==> src/rtl/reaction_timer.sv <==
// Reaction timer: randomized wait, GO light, millisecond reaction measurement.
// Detects false starts and saturates the measured time at 9999 ms.
module reaction_timer #(
    parameter int TICK_DIV   = 50000,
    parameter int BASE_DELAY = 1000
) (
    input  logic        CLK1,
    input  logic        RESET,
    input  logic        START,
    input  logic        STOP,
    input  logic [7:0]  RandIn,
    output logic        LedGo,
    output logic [13:0] ReactTime,
    output logic        Valid,
    output logic        FalseStart,
    output logic        Busy
);

    localparam int PW = (TICK_DIV > 1) ? $clog2(TICK_DIV) : 1;
    localparam logic [PW-1:0] PS_MAX = PW'(TICK_DIV - 1);
    localparam logic [13:0] RT_MAX = 14'd9999;

    typedef enum logic [2:0] {
        S_IDLE  = 3'd0,
        S_WAIT  = 3'd1,
        S_ARMED = 3'd2,
        S_DONE  = 3'd3,
        S_FALSE = 3'd4
    } state_t;

    state_t        state_q, state_d;
    logic [PW-1:0] presc_q, presc_d;
    logic [11:0]   dcnt_q, dcnt_d;
    logic [11:0]   delay_q, delay_d;
    logic [13:0]   rcnt_q, rcnt_d;
    logic [13:0]   rt_q, rt_d;

    logic [1:0] start_sync_q, stop_sync_q;
    logic       start_prev_q, stop_prev_q;
    logic [1:0] prime_q;

    logic        start_evt, stop_evt;
    logic        tick;
    logic [13:0] rcnt_inc;

    // Synchronize the buttons and keep a delayed copy for edge detection;
    // prime_q masks the bogus edge of a button already held at reset release.
    always_ff @(posedge CLK1 or posedge RESET) begin
        if (RESET) begin
            start_sync_q <= 2'b00;
            stop_sync_q  <= 2'b00;
            start_prev_q <= 1'b0;
            stop_prev_q  <= 1'b0;
            prime_q      <= 2'd0;
        end else begin
            start_sync_q <= {start_sync_q[0], START};
            stop_sync_q  <= {stop_sync_q[0], STOP};
            start_prev_q <= start_sync_q[1];
            stop_prev_q  <= stop_sync_q[1];
            if (prime_q != 2'd3) begin
                prime_q <= prime_q + 2'd1;
            end
        end
    end

    assign start_evt = (prime_q == 2'd3) && start_sync_q[1] && !start_prev_q;
    assign stop_evt  = (prime_q == 2'd3) && stop_sync_q[1] && !stop_prev_q;

    assign tick     = (presc_q == PS_MAX);
    assign rcnt_inc = (tick && rcnt_q != RT_MAX) ? rcnt_q + 14'd1 : rcnt_q;

    // Next-state logic for the trial sequencer and its counters
    always_comb begin
        state_d = state_q;
        dcnt_d  = dcnt_q;
        delay_d = delay_q;
        rcnt_d  = rcnt_q;
        rt_d    = rt_q;
        case (state_q)
            S_IDLE, S_DONE, S_FALSE: begin
                if (start_evt) begin
                    state_d = S_WAIT;
                    delay_d = 12'(BASE_DELAY) + 12'({RandIn, 2'b00});
                    dcnt_d  = 12'd0;
                end
            end
            S_WAIT: begin
                if (stop_evt) begin
                    state_d = S_FALSE;
                end else if (tick) begin
                    dcnt_d = dcnt_q + 12'd1;
                    if (dcnt_q == delay_q - 12'd1) begin
                        state_d = S_ARMED;
                        rcnt_d  = 14'd0;
                    end
                end
            end
            S_ARMED: begin
                if (stop_evt) begin
                    state_d = S_DONE;
                    rt_d    = rcnt_inc;
                end else begin
                    rcnt_d = rcnt_inc;
                end
            end
            default: state_d = S_IDLE;
        endcase
    end

    // The ms prescaler restarts on every state change so intervals are exact
    always_comb begin
        if (state_d != state_q || tick) begin
            presc_d = '0;
        end else begin
            presc_d = presc_q + PW'(1);
        end
    end

    // State and datapath registers
    always_ff @(posedge CLK1 or posedge RESET) begin
        if (RESET) begin
            state_q <= S_IDLE;
            presc_q <= '0;
            dcnt_q  <= 12'd0;
            delay_q <= 12'd0;
            rcnt_q  <= 14'd0;
            rt_q    <= 14'd0;
        end else begin
            state_q <= state_d;
            presc_q <= presc_d;
            dcnt_q  <= dcnt_d;
            delay_q <= delay_d;
            rcnt_q  <= rcnt_d;
            rt_q    <= rt_d;
        end
    end

    assign LedGo      = (state_q == S_ARMED);
    assign Valid      = (state_q == S_DONE);
    assign FalseStart = (state_q == S_FALSE);
    assign Busy       = (state_q == S_WAIT) || (state_q == S_ARMED);
    assign ReactTime  = rt_q;

endmodule

==> config.mk <==
export PLATFORM = sky130hd
export DESIGN_NAME = reaction_timer
export DESIGN_NICKNAME = d
export VERILOG_FILES = /design/src/rtl/reaction_timer.sv
export SDC_FILE = /design/constraint.sdc
export NUM_CORES = 1
export LEC_CHECK = 0
export CORE_UTILIZATION = 41
export DETAILED_ROUTE_END_ITERATION = 8
export PLACE_DENSITY = 0.68
export REMOVE_ABC_BUFFERS = 1
export SETUP_SLACK_MARGIN = 0.1
export SLEW_MARGIN = 20
export SYNTH_ARGS = -nofsm -noshare
export SYNTH_HDL_FRONTEND = slang
export SYNTH_SLANG_ARGS = --single-unit
==> constraint.sdc <==
create_clock -name CLK1 -period 4 [get_ports CLK1]
set_clock_uncertainty 0.05 [all_clocks]
set_input_delay 0.6 -clock CLK1 [delete_from_list [all_inputs] [get_ports CLK1]]
set_output_delay 0.6 -clock CLK1 [all_outputs]
set_load 0.01 [all_outputs]
==> run_results.csv, run 1 <==
group,metric,value,unit
sta,worstMarginPinSlew,840,ps
die,die_w,103,um
synth,yosys.area.top_type,"dfrtp_1",
place,gp_congestion,0.856,
synth,ys_seq_area_frac,0.454,
clocking,numCtsBuffers,9,
min_path,hold_path_class,"reg -> reg",
place,dp.final_hpwl,5670,um
outcome,status,"finished, final reports clean",
die,die_area,10600,um2
clocking,root_buffer,"clkbuf_8",
place,dp.cells,567,
drt,final_antenna_net_count,0,
synth,netlist.area_leader.share,0.454,
grt,antenna_found_initial,0,
die,die_h,103,um
pwr,power.density,390,nW/um2
drt,avgRoutedWirePerCell,13.8,um
final_layout,n_antenna_cell,0,
synth,async_reset_ff_frac,1.00,
drt,vias_per_cell,5.37,
clocking,numClockSinks,76,
sta,rsz0062_at_grt,"no",
sta,finalSetupViolations,0,
critical_path,cp.arrival,3180,ps
clocking,clk_pin_slew,80,ps
drt,routed_wl,8060,um
synth,synthTopCellsByArea,"dfrtp_1 (45%), xnor2_1 (7.5%), nor2_1 (5.2%), xor2_1 (4.0%), and3_1 (3.6%)",
sta,period_minus_slack,3000,ps
clocking,cts_setup_buffers,0,
die,row_count,36,
synth,ys_seq_elements,76,
synth,ys_types,60,
pwr,ir_worst_vdd,0.000196,V
grt,grt_start_max_net_pins,40,
synth,synth_top_flop_cell,"dfrtp_1",
clocking,cts_htree_levels,3,
pwr,p_total,1.86,mW
die,core-area,9820,um2
drt,dr.pass1.iters,4,
critical_path,required,4180,ps
final_layout,final_cell_count_no_fill,583,
drt,drc_errors,0,
clocking,cts_resized,0,
synth,synth_warnings,0,
sta,max-slew-margin-rel,0.438,
drt,drt-initial-drc-count,90,
clocking,clock_latency,360,ps
critical_path,cp-end-kind,"register",
critical_path,cp_max_fo,14,
clocking,clock_path_buffers,2,
final_layout,syn_to_final_growth,13.8,%
flow_run,max-cap-violations,0,
final_layout,final_nets,463,
synth,synthCells,423,
final_layout,multi_input_area,2150,um2
pwr,p_leak,2.01,nW
clocking,hold_buffers,0,
die,io_pins,30,
drt,met2WireLength,3640,um
place,port_buffers,29,
synth,synth_area,4190,um2
final_layout,drive_above_1_share,0.107,
sta,tns,0,ps
critical_path,worstSetupPathType,"reg -> reg",
synth,synth_enable_flop_cells,0,
drt,highest_layer,"met4",
final_layout,seq_area,1900,um2
clocking,cts_tree,"done",
drt,wirelength_met1,3930,um
grt,grt_overflow,0,
synth,syn_area_per_cell,9.91,um2
sta,finalHoldViolCount,0,
final_layout,num-fill-cells,978,
grt,gr-usage-all-layers,0.168,
die,start_util,0.427,
drt,via_count,3130,
critical_path,critPathLaunchType,"register",
drt,met3_length,323,um
sta,post-route-period-util,0.749,
grt,grt_pass1_wl,13800,um
grt,first_global_vias,2832,
sta,max_freq,0.334,GHz
sta,drv_slew,0,
-- per-stage QoR --
| stage | hold slack [ps] | util | worst slack (ps) | instance area [um2] |
|---|---|---|---|---|
| 2_1_floorplan | 281 | - | 1380 | 4070 |
| 3_3_place_gp | 288 | 0.465 | 1090 | 4560 |
| 3_5_place_dp | 287 | 0.465 | 1010 | 4560 |
| 4_1_cts | 305 | 0.485 | 999 | 4770 |
| 5_1_grt | 310 | 0.485 | 834 | 4770 |
| 6_report | 301 | 0.485 | 1000 | 4770 |
-- registers in the layout (all words and copies together) (netlist names) --
register and count:
delay_q 9, stop_sync_q 2, rcnt_q 14, dcnt_q 12
prime_q 2, ReactTime 14, start_prev_q 1, start_sync_q 2
presc_q 16, state_q 3, stop_prev_q 1
-- routing by layer --
metal / GRT usage / up-vias
li1: - / 1552
met3: 0.0393 / 18
met4: 0.0628 / 0
met2: 0.262 / 67
met1: 0.228 / 1493
met5: 0 / -
-- Yosys cell counts (3+ instances only) --
| cell type | number |
|---|---|
| nand3b_1 | 4 |
| nor4_1 | 7 |
| and2_1 | 3 |
| and4bb_2 | 3 |
| nand4_1 | 5 |
| xor2_1 | 19 |
| clkbuf_1 | 12 |
| nand3_1 | 14 |
| a31o_2 | 3 |
| a21oi_1 | 24 |
| mux2_2 | 4 |
| buf_6 | 3 |
| a311o_2 | 4 |
| mux2i_1 | 3 |
| nand2_1 | 27 |
| nor4b_1 | 3 |
| a31oi_1 | 3 |
| nor2_1 | 58 |
| xnor2_1 | 36 |
| and3_1 | 24 |
| inv_1 | 6 |
| nor4_4 | 3 |
| and3b_1 | 3 |
| or3_1 | 3 |
| nor3_1 | 15 |
| nor3b_1 | 3 |
| ha_1 | 6 |
| a311o_1 | 5 |
| dfrtp_1 | 76 |
| o21ai_0 | 6 |
-- area by class of cell --
type                            instances  share of cell area
Sequential cell                        76               0.399
Multi-Input combinational cell        320               0.451
Clock inverter                          4             0.00997
Clock buffer                           12              0.0325
Timing Repair Buffer                   32              0.0682
Tap cell                              133              0.0349
Inverter                                6             0.00472
-- worst max-delay path: stages, from the launching register on --
cell       delay [ps]
dfrtp_1           430
inv_1             100
ha_1              350
and3_1            210
o2bb2ai_1          60
a2111o_1          450
nor4_4            280
nand4_2           410
a311o_2           530
-- kinds of logic after synthesis --
family / Yosys count / share of synthesized area
compound gates: 62 / 0.104
xor+xnor: 55 / 0.115
fa+ha+maj: 6 / 0.0179
buf+inv: 27 / 0.0334
flops: 76 / 0.454
mux: 7 / 0.0179
simple gates: 190 / 0.258
-- cell usage in the layout, fill, tap and decap left out, types with 4 or more instances in the layout --
cell             count
xor2_1              19
inv_1                5
nand3_1             14
ha_1                 6
nand2_1             27
a311o_2              4
o21ai_0              6
nor4_1               7
a311o_1              5
xnor2_1             36
nor2_1              58
nor3_1              15
nand3b_1             4
a21oi_1             24
dfrtp_1             76
clkbuf_8            11
and3_1              24
clkdlybuf4s50_1     29
nand4_1              5
mux2_2               4
-- power breakdown --
group	internal [mW]	switching, mW
Sequential	0.831	0.0915
Clock	0.320	0.277
Combinational	0.155	0.182
Total	1.31	0.551
-- final timing paths --
path                                           from                   endpoint  slack [ps]  cells after the start
min reg2reg                stop_sync_q[0]$_DFF_PP0_   stop_sync_q[1]$_DFF_PP0_         300                      0
max in group asynchronous                     RESET  start_sync_q[1]$_DFF_PP0_        2540                      3
max reg2reg                  delay_q[2]$_DFFE_PP0P_     rcnt_q[10]$_DFFE_PP0P_        1000                      8
min in group asynchronous                     RESET      presc_q[15]$_DFF_PP0_         670                      2
min                        stop_sync_q[0]$_DFF_PP0_   stop_sync_q[1]$_DFF_PP0_         300                      0
max                          delay_q[2]$_DFFE_PP0P_     rcnt_q[10]$_DFFE_PP0P_        1000                      8
No activity file was read; power rests on OpenSTA's default activity.
==> run 2: changes to the inputs <==
--- a/config.mk
+++ b/config.mk
@@ -7,7 +7,7 @@
 export LEC_CHECK = 0
 export CORE_UTILIZATION = 41
 export DETAILED_ROUTE_END_ITERATION = 8
-export PLACE_DENSITY = 0.68
+export PLACE_DENSITY = 0.7
 export REMOVE_ABC_BUFFERS = 1
 export SETUP_SLACK_MARGIN = 0.1
 export SLEW_MARGIN = 20
==> constraint.sdc (replaced) <==
create_clock -name CLK1 -period 2.6 [get_ports CLK1]
set_clock_uncertainty 0.05 [all_clocks]
set_input_delay 0.39 -clock CLK1 [delete_from_list [all_inputs] [get_ports CLK1]]
set_output_delay 0.39 -clock CLK1 [all_outputs]
set_load 0.01 [all_outputs]
==> run 2 against run 1 <==
  * Critical path depth rose by 1
  * Cell area increased by 5.1%
  * Critical endpoint unchanged
  * Maximum frequency up 16%
  * Sequential power rose by 53%
  * Sequential share of layout area shrank 1.9 points
  * Highest routed layer unchanged
  * Hold slack worse by 0.87 ps
  * Via count up 2.3%
==> run_results.csv, run 2 (synthesis gave the netlist of run 1 again) <==
group,metric,value,unit
grt,grt_pass1_wl,14500,um
critical_path,crit_family,"simple AND/OR/NAND/NOR gates",
final_layout,drive_above_1_share,0.168,
sta,post-route-period-util,0.992,
sta,period_minus_slack,2580,ps
pwr,p_leak,2.16,nW
final_layout,num-fill-cells,916,
pwr,power_frac_seq,0.475,
place,port_buffers,29,
final_layout,final_common_cell,"dfrtp_1",
pwr,swShare,0.294,
drt,vias_per_cell,5.25,
final_layout,n_antenna_cell,0,
grt,first_global_vias,3086,
drt,avgRoutedWirePerCell,14.0,um
drt,drc_errors,0,
critical_path,required,2790,ps
outcome,status,"finished, final reports clean",
pwr,power.density,593,nW/um2
grt,antenna_found_initial,0,
sta,max-slew-margin-rel,0.459,
die,row_count,36,
die,io_pins,30,
die,die_h,103,um
final_layout,final_cell_mix,"dfrtp_1 (73), nor2_1 (58), xnor2_1 (36)",
critical_path,crit-reg2reg-launch,"delay_q[2]$_DFFE_PP0P_",
final_layout,top_register,"presc_q",
min_path,hold-path-cell-count,0,
final_layout,seq_area,1910,um2
final_layout,largest_reg_flops,16,
clocking,hold_buffers,0,
min_path,holdPathEnd,"stop_sync_q[1]$_DFF_PP0_",
drt,wirelength_met1,4070,um
drt,met2WireLength,4140,um
drt,final_antenna_net_count,0,
place,dp.final_hpwl,5910,um
drt,drt-initial-drc-count,119,
pwr,p_int,2.10,mW
critical_path,critPathLaunchType,"register",
sta,rsz0062_at_grt,"yes",
critical_path,cp-end-kind,"register",
pwr,ir_worst_vdd,0.000377,V
critical_path,cpMaxStageDelayCell,"or4_4",
final_layout,fin_area,5010,um2
final_layout,syn_to_final_growth,19.6,%
clocking,root_buffer,"clkbuf_8",
drt,met3_length,243,um
drt,highest_layer,"met4",
place,gp_congestion,0.813,
drt,via_count,3202,
min_path,hold_path_class,"reg -> reg",
clocking,clk_pin_slew,70,ps
critical_path,cp.buffers_inverters,2,
die,core-area,9820,um2
pwr,combPwrFrac,0.203,
clocking,clock_latency,350,ps
sta,finalHoldViolCount,0,
clocking,cts_tree,"done",
grt,grt_overflow,0,
min_path,hp-start,"stop_sync_q[0]$_DFF_PP0_",
critical_path,worstSetupPathType,"reg -> reg",
pwr,p_clk_frac,0.322,
critical_path,timing.rr.end,"rcnt_q[10]$_DFFE_PP0P_",
die,start_util,0.427,
clocking,numCtsBuffers,9,
clocking,numClockSinks,76,
critical_path,cp.arrival,2760,ps
clocking,cts_htree_levels,3,
final_layout,final_nets,491,
sta,setup_ws,21.4,ps
sta,max_freq,0.388,GHz
sta,finalSetupViolations,0,
drt,dr.pass1.iters,5,
grt,grt_start_max_net_pins,77,
sta,worstMarginPinSlew,812,ps
critical_path,cp_max_fo,14,
critical_path,rr_worst_depth,9,
grt,gr-usage-all-layers,0.177,
place,dp_slack,22.1,ps
drt,routed_wl,8560,um
die,die_w,103,um
sta,drv_slew,0,
critical_path,rrSetupSlack,20,ps
critical_path,max_stage_delay,520,ps
final_layout,multi_input_area,2160,um2
critical_path,cp_cell_sequence,"inv_1 -> ha_4 -> xor2_1 -> nand2_1 -> or4_4 -> nor4_4 -> nand4_2 -> buf_12 -> a311o_2",
clocking,clock_path_buffers,2,
pwr,switchingPower,0.873,mW
die,die_area,10600,um2
flow_run,max-cap-violations,0,
place,placed_area,4730,um2
-- run 2: power by group through the flow --
stage / Sequential [mW] / Clock, mW / Combinational (mW)
global route: 1.43 / 1.03 / 0.668
global placement: 1.43 / 0 / 0.545
CTS: 1.41 / 0.998 / 0.572
floorplan: 1.41 / 0 / 0.390
detailed placement: 1.43 / 0 / 0.564
finish: 1.41 / 0.957 / 0.603
-- run 2: timing repair --
item | 4_1_cts | 5_1_grt
pin swaps | 0 | 3
gates resized for setup | 1 | 5
endpoints found under the setup margin | 10 | 38
hold endpoints to repair | 0 | 0
setup buffers | 0 | 7
-- run 2: metrics by stage --
| stage | power, mW | util | hold WS (ps) | instances | TNS (ps) |
|---|---|---|---|---|---|
| 4_1_cts | 2.98 | 0.503 | 304 | 603 | 0 |
| 3_3_place_gp | 1.97 | 0.482 | 289 | 588 | 0 |
| 6_report | 2.97 | 0.510 | 301 | 610 | 0 |
| 3_5_place_dp | 2.00 | 0.482 | 286 | 588 | 0 |
| 2_1_floorplan | 1.80 | - | 281 | 402 | -64.8 |
| 5_1_grt | 3.13 | 0.510 | 313 | 610 | -226 |
-- run 2: worst max-delay path by stage --
stage / slack (ps) / to / depth (start not counted) / from
floorplan: -20 / rcnt_q[10]$_DFFE_PP0P_ / 8 / delay_q[2]$_DFFE_PP0P_
global placement: 100 / rcnt_q[12]$_DFFE_PP0P_ / 7 / presc_q[7]$_DFF_PP0_
detailed placement: 20 / rcnt_q[10]$_DFFE_PP0P_ / 9 / delay_q[2]$_DFFE_PP0P_
CTS: 7 / rcnt_q[10]$_DFFE_PP0P_ / 9 / delay_q[2]$_DFFE_PP0P_
global route: -50 / rcnt_q[10]$_DFFE_PP0P_ / 7 / presc_q[7]$_DFF_PP0_
finish: 20 / rcnt_q[10]$_DFFE_PP0P_ / 9 / delay_q[2]$_DFFE_PP0P_
-- run 2: layer usage --
metal,track usage,vias up
li1,-,1601
met1,0.230,1548
met2,0.290,42
met3,0.0407,11
met4,0.0628,0
met5,0,-
-- run 2: area by class of cell --
type                       instances  share of cell area
tap                              133              0.0332
timing repair buffer              60               0.109
clock inverter                     5              0.0155
inverter                           6             0.00449
sequential                        76               0.380
clock buffer                      10              0.0255
multi-input combinational        320               0.432
==> run 3: changes to the inputs <==
--- a/config.mk
+++ b/config.mk
@@ -5,6 +5,7 @@
 export SDC_FILE = /design/constraint.sdc
 export NUM_CORES = 1
 export LEC_CHECK = 0
+export CORE_MARGIN = 5
 export CORE_UTILIZATION = 41
 export DETAILED_ROUTE_END_ITERATION = 8
 export PLACE_DENSITY = 0.7
==> run 3 against run 2 <==
  * First-iteration DRC count is 9.2% lower
  * Maximum frequency up 0.97%
  * Global-route usage down 2.9 points
  * Wire length rose by 3.6%
  * Largest power group unchanged
  * Core utilization down 2.0 points
  * Hold slack gained 4.5 ps
  * Highest routed layer unchanged
  * Clock power decreased by 5.6%
  * Critical path type unchanged
  * Sequential share of layout area rose by 0.24 points
  * Power decreased by 1.7%
  * Sequential power barely moved
==> run_results.csv, run 3 (synthesis gave the netlist of run 1 again) <==
group,metric,value,unit
outcome,status,"finished, final reports clean",
min_path,holdPathEnd,"start_sync_q[1]$_DFF_PP0_",
sta,finalSetupViolations,0,
place,placed_area,4710,um2
die,row_count,37,
critical_path,max_stage_delay,570,ps
place,port_buffers,29,
critical_path,rrSetupSlack,50,ps
grt,gr-usage-all-layers,0.148,
place,dp.final_hpwl,6240,um
critical_path,cp_max_fo,14,
grt,grt_overflow,0,
final_layout,largest_reg_flops,16,
final_layout,drive_above_1_share,0.161,
sta,rsz0062_at_grt,"yes",
final_layout,syn_to_final_growth,18.7,%
clocking,clock_path_buffers,2,
final_layout,num-fill-cells,947,
drt,via_count,3253,
drt,routed_wl,8870,um
drt,avgRoutedWirePerCell,14.6,um
critical_path,crit_family,"simple AND/OR/NAND/NOR gates",
die,die_h,111,um
final_layout,final_common_cell,"dfrtp_1",
die,io_pins,30,
min_path,hold_path_class,"reg -> reg",
clocking,cts_tree,"done",
final_layout,final_core_util,0.491,
clocking,cts_htree_levels,3,
critical_path,rr_worst_depth,7,
critical_path,cp.buffers_inverters,1,
die,start_util,0.413,
grt,grt_start_max_net_pins,33,
clocking,numClockSinks,76,
pwr,power.density,587,nW/um2
sta,post-route-period-util,0.982,
place,gp_congestion,0.802,
critical_path,critPathLaunchType,"register",
final_layout,top_register,"presc_q",
die,die_w,111,um
drt,vias_per_cell,5.36,
grt,antenna_found_initial,0,
flow_run,max-cap-violations,0,
critical_path,cpMaxStageDelayCell,"or4_4",
final_layout,final_nets,484,
sta,drv_slew,0,
pwr,ir_worst_vdd,0.000380,V
critical_path,timing.rr.end,"rcnt_q[10]$_DFFE_PP0P_",
drt,drt-initial-drc-count,108,
critical_path,cp_cell_sequence,"nor4b_4 -> nand3_2 -> or4_4 -> nor4_4 -> nand4_2 -> buf_12 -> a311o_2",
final_layout,n_antenna_cell,0,
critical_path,cp-end-kind,"register",
sta,period_minus_slack,2550,ps
drt,drc_errors,0,
drt,dr.pass1.iters,4,
min_path,hp-start,"start_sync_q[0]$_DFF_PP0_",
critical_path,required,2780,ps
critical_path,worstSetupPathType,"reg -> reg",
die,core-area,10100,um2
sta,worstMarginPinSlew,817,ps
clocking,clock_latency,350,ps
min_path,hold-path-cell-count,0,
grt,grt_pass1_wl,15300,um
grt,first_global_vias,3190,
critical_path,cp.arrival,2730,ps
clocking,clk_pin_slew,80,ps
drt,final_antenna_net_count,0,
sta,max-slew-margin-rel,0.455,
final_layout,final_cell_mix,"dfrtp_1 (75), nor2_1 (57), xnor2_1 (36)",
clocking,root_buffer,"clkbuf_8",
sta,finalHoldViolCount,0,
critical_path,worstSetupPathDepth,7,
sta,max_freq,0.392,GHz
pwr,p_leak,2.11,nW
die,die_area,12300,um2
critical_path,crit-reg2reg-launch,"presc_q[7]$_DFF_PP0_",
final_layout,fin_area,4970,um2
clocking,numCtsBuffers,9,
## run 3: changes by cell type in the layout (fill, tap and decap cells not counted), sizes merged
cell,previous run,this run
buf,31,24
clkinv,2,0
clkinvlp,1,3
bufinv,2,1
clkbuf,10,11
inv,6,7
## run 3: worst max-delay path by stage
stage | start | endpoint | slack, ps
after floorplan | delay_q[2]$_DFFE_PP0P_ | rcnt_q[10]$_DFFE_PP0P_ | -20
after global placement | presc_q[7]$_DFF_PP0_ | rcnt_q[11]$_DFFE_PP0P_ | 100
after detailed placement | presc_q[7]$_DFF_PP0_ | rcnt_q[10]$_DFFE_PP0P_ | 30
after CTS | delay_q[3]$_DFFE_PP0P_ | rcnt_q[10]$_DFFE_PP0P_ | 40
after global routing | presc_q[7]$_DFF_PP0_ | rcnt_q[10]$_DFFE_PP0P_ | -60
final | presc_q[7]$_DFF_PP0_ | rcnt_q[10]$_DFFE_PP0P_ | 50
## run 3: where the power goes
group          switching [mW]  internal (mW)
clock network           0.455          0.448
registers               0.133           1.28
logic                   0.325          0.282
total                   0.913           2.01
## run 3: through the flow
| stage | hold slack (ps) | setup WS [ps] | TNS [ps] | cells | total power, mW |
|---|---|---|---|---|---|
| global route | 315 | -56.6 | -219 | 607 | 3.10 |
| CTS | 307 | 38.7 | 0 | 605 | 2.92 |
| global placement | 286 | 95.7 | 0 | 587 | 1.97 |
| floorplan | 281 | -16.2 | -64.8 | 402 | 1.80 |
| finish | 305 | 46.3 | 0 | 607 | 2.92 |
| detailed placement | 288 | 29.9 | 0 | 587 | 2.01 |
## run 3: layer usage
metal / global-route usage / share of wire / wire length (um) / vias up
li1: - / - / - / 1589
met1: 0.192 / 0.46 / 4080 / 1597
met2: 0.246 / 0.49 / 4320 / 50
met3: 0.0360 / 0.033 / 295 / 17
met4: 0.0414 / 0.019 / 168 / 0
met5: 0 / 0 / 0 / -
## run 3: area by class of cell
cell class | count | area, um2 | share of cell area
tap | 136 | 170 | 0.0342
clock inverter | 5 | 61.3 | 0.0123
multi-input combinational | 320 | 2190 | 0.440
inverter | 6 | 22.5 | 0.00453
sequential | 76 | 1900 | 0.383
clock buffer | 11 | 131 | 0.0264
timing repair buffer | 53 | 495 | 0.0996
## run 3: timing repair
| item | in CTS | in global routing |
|---|---|---|
| pin swaps | 1 | 5 |
| buffers inserted | 2 | 3 |
| hold buffers | 0 | 0 |
| gates resized for setup | 3 | 6 |
| setup endpoints to repair | 10 | 28 |
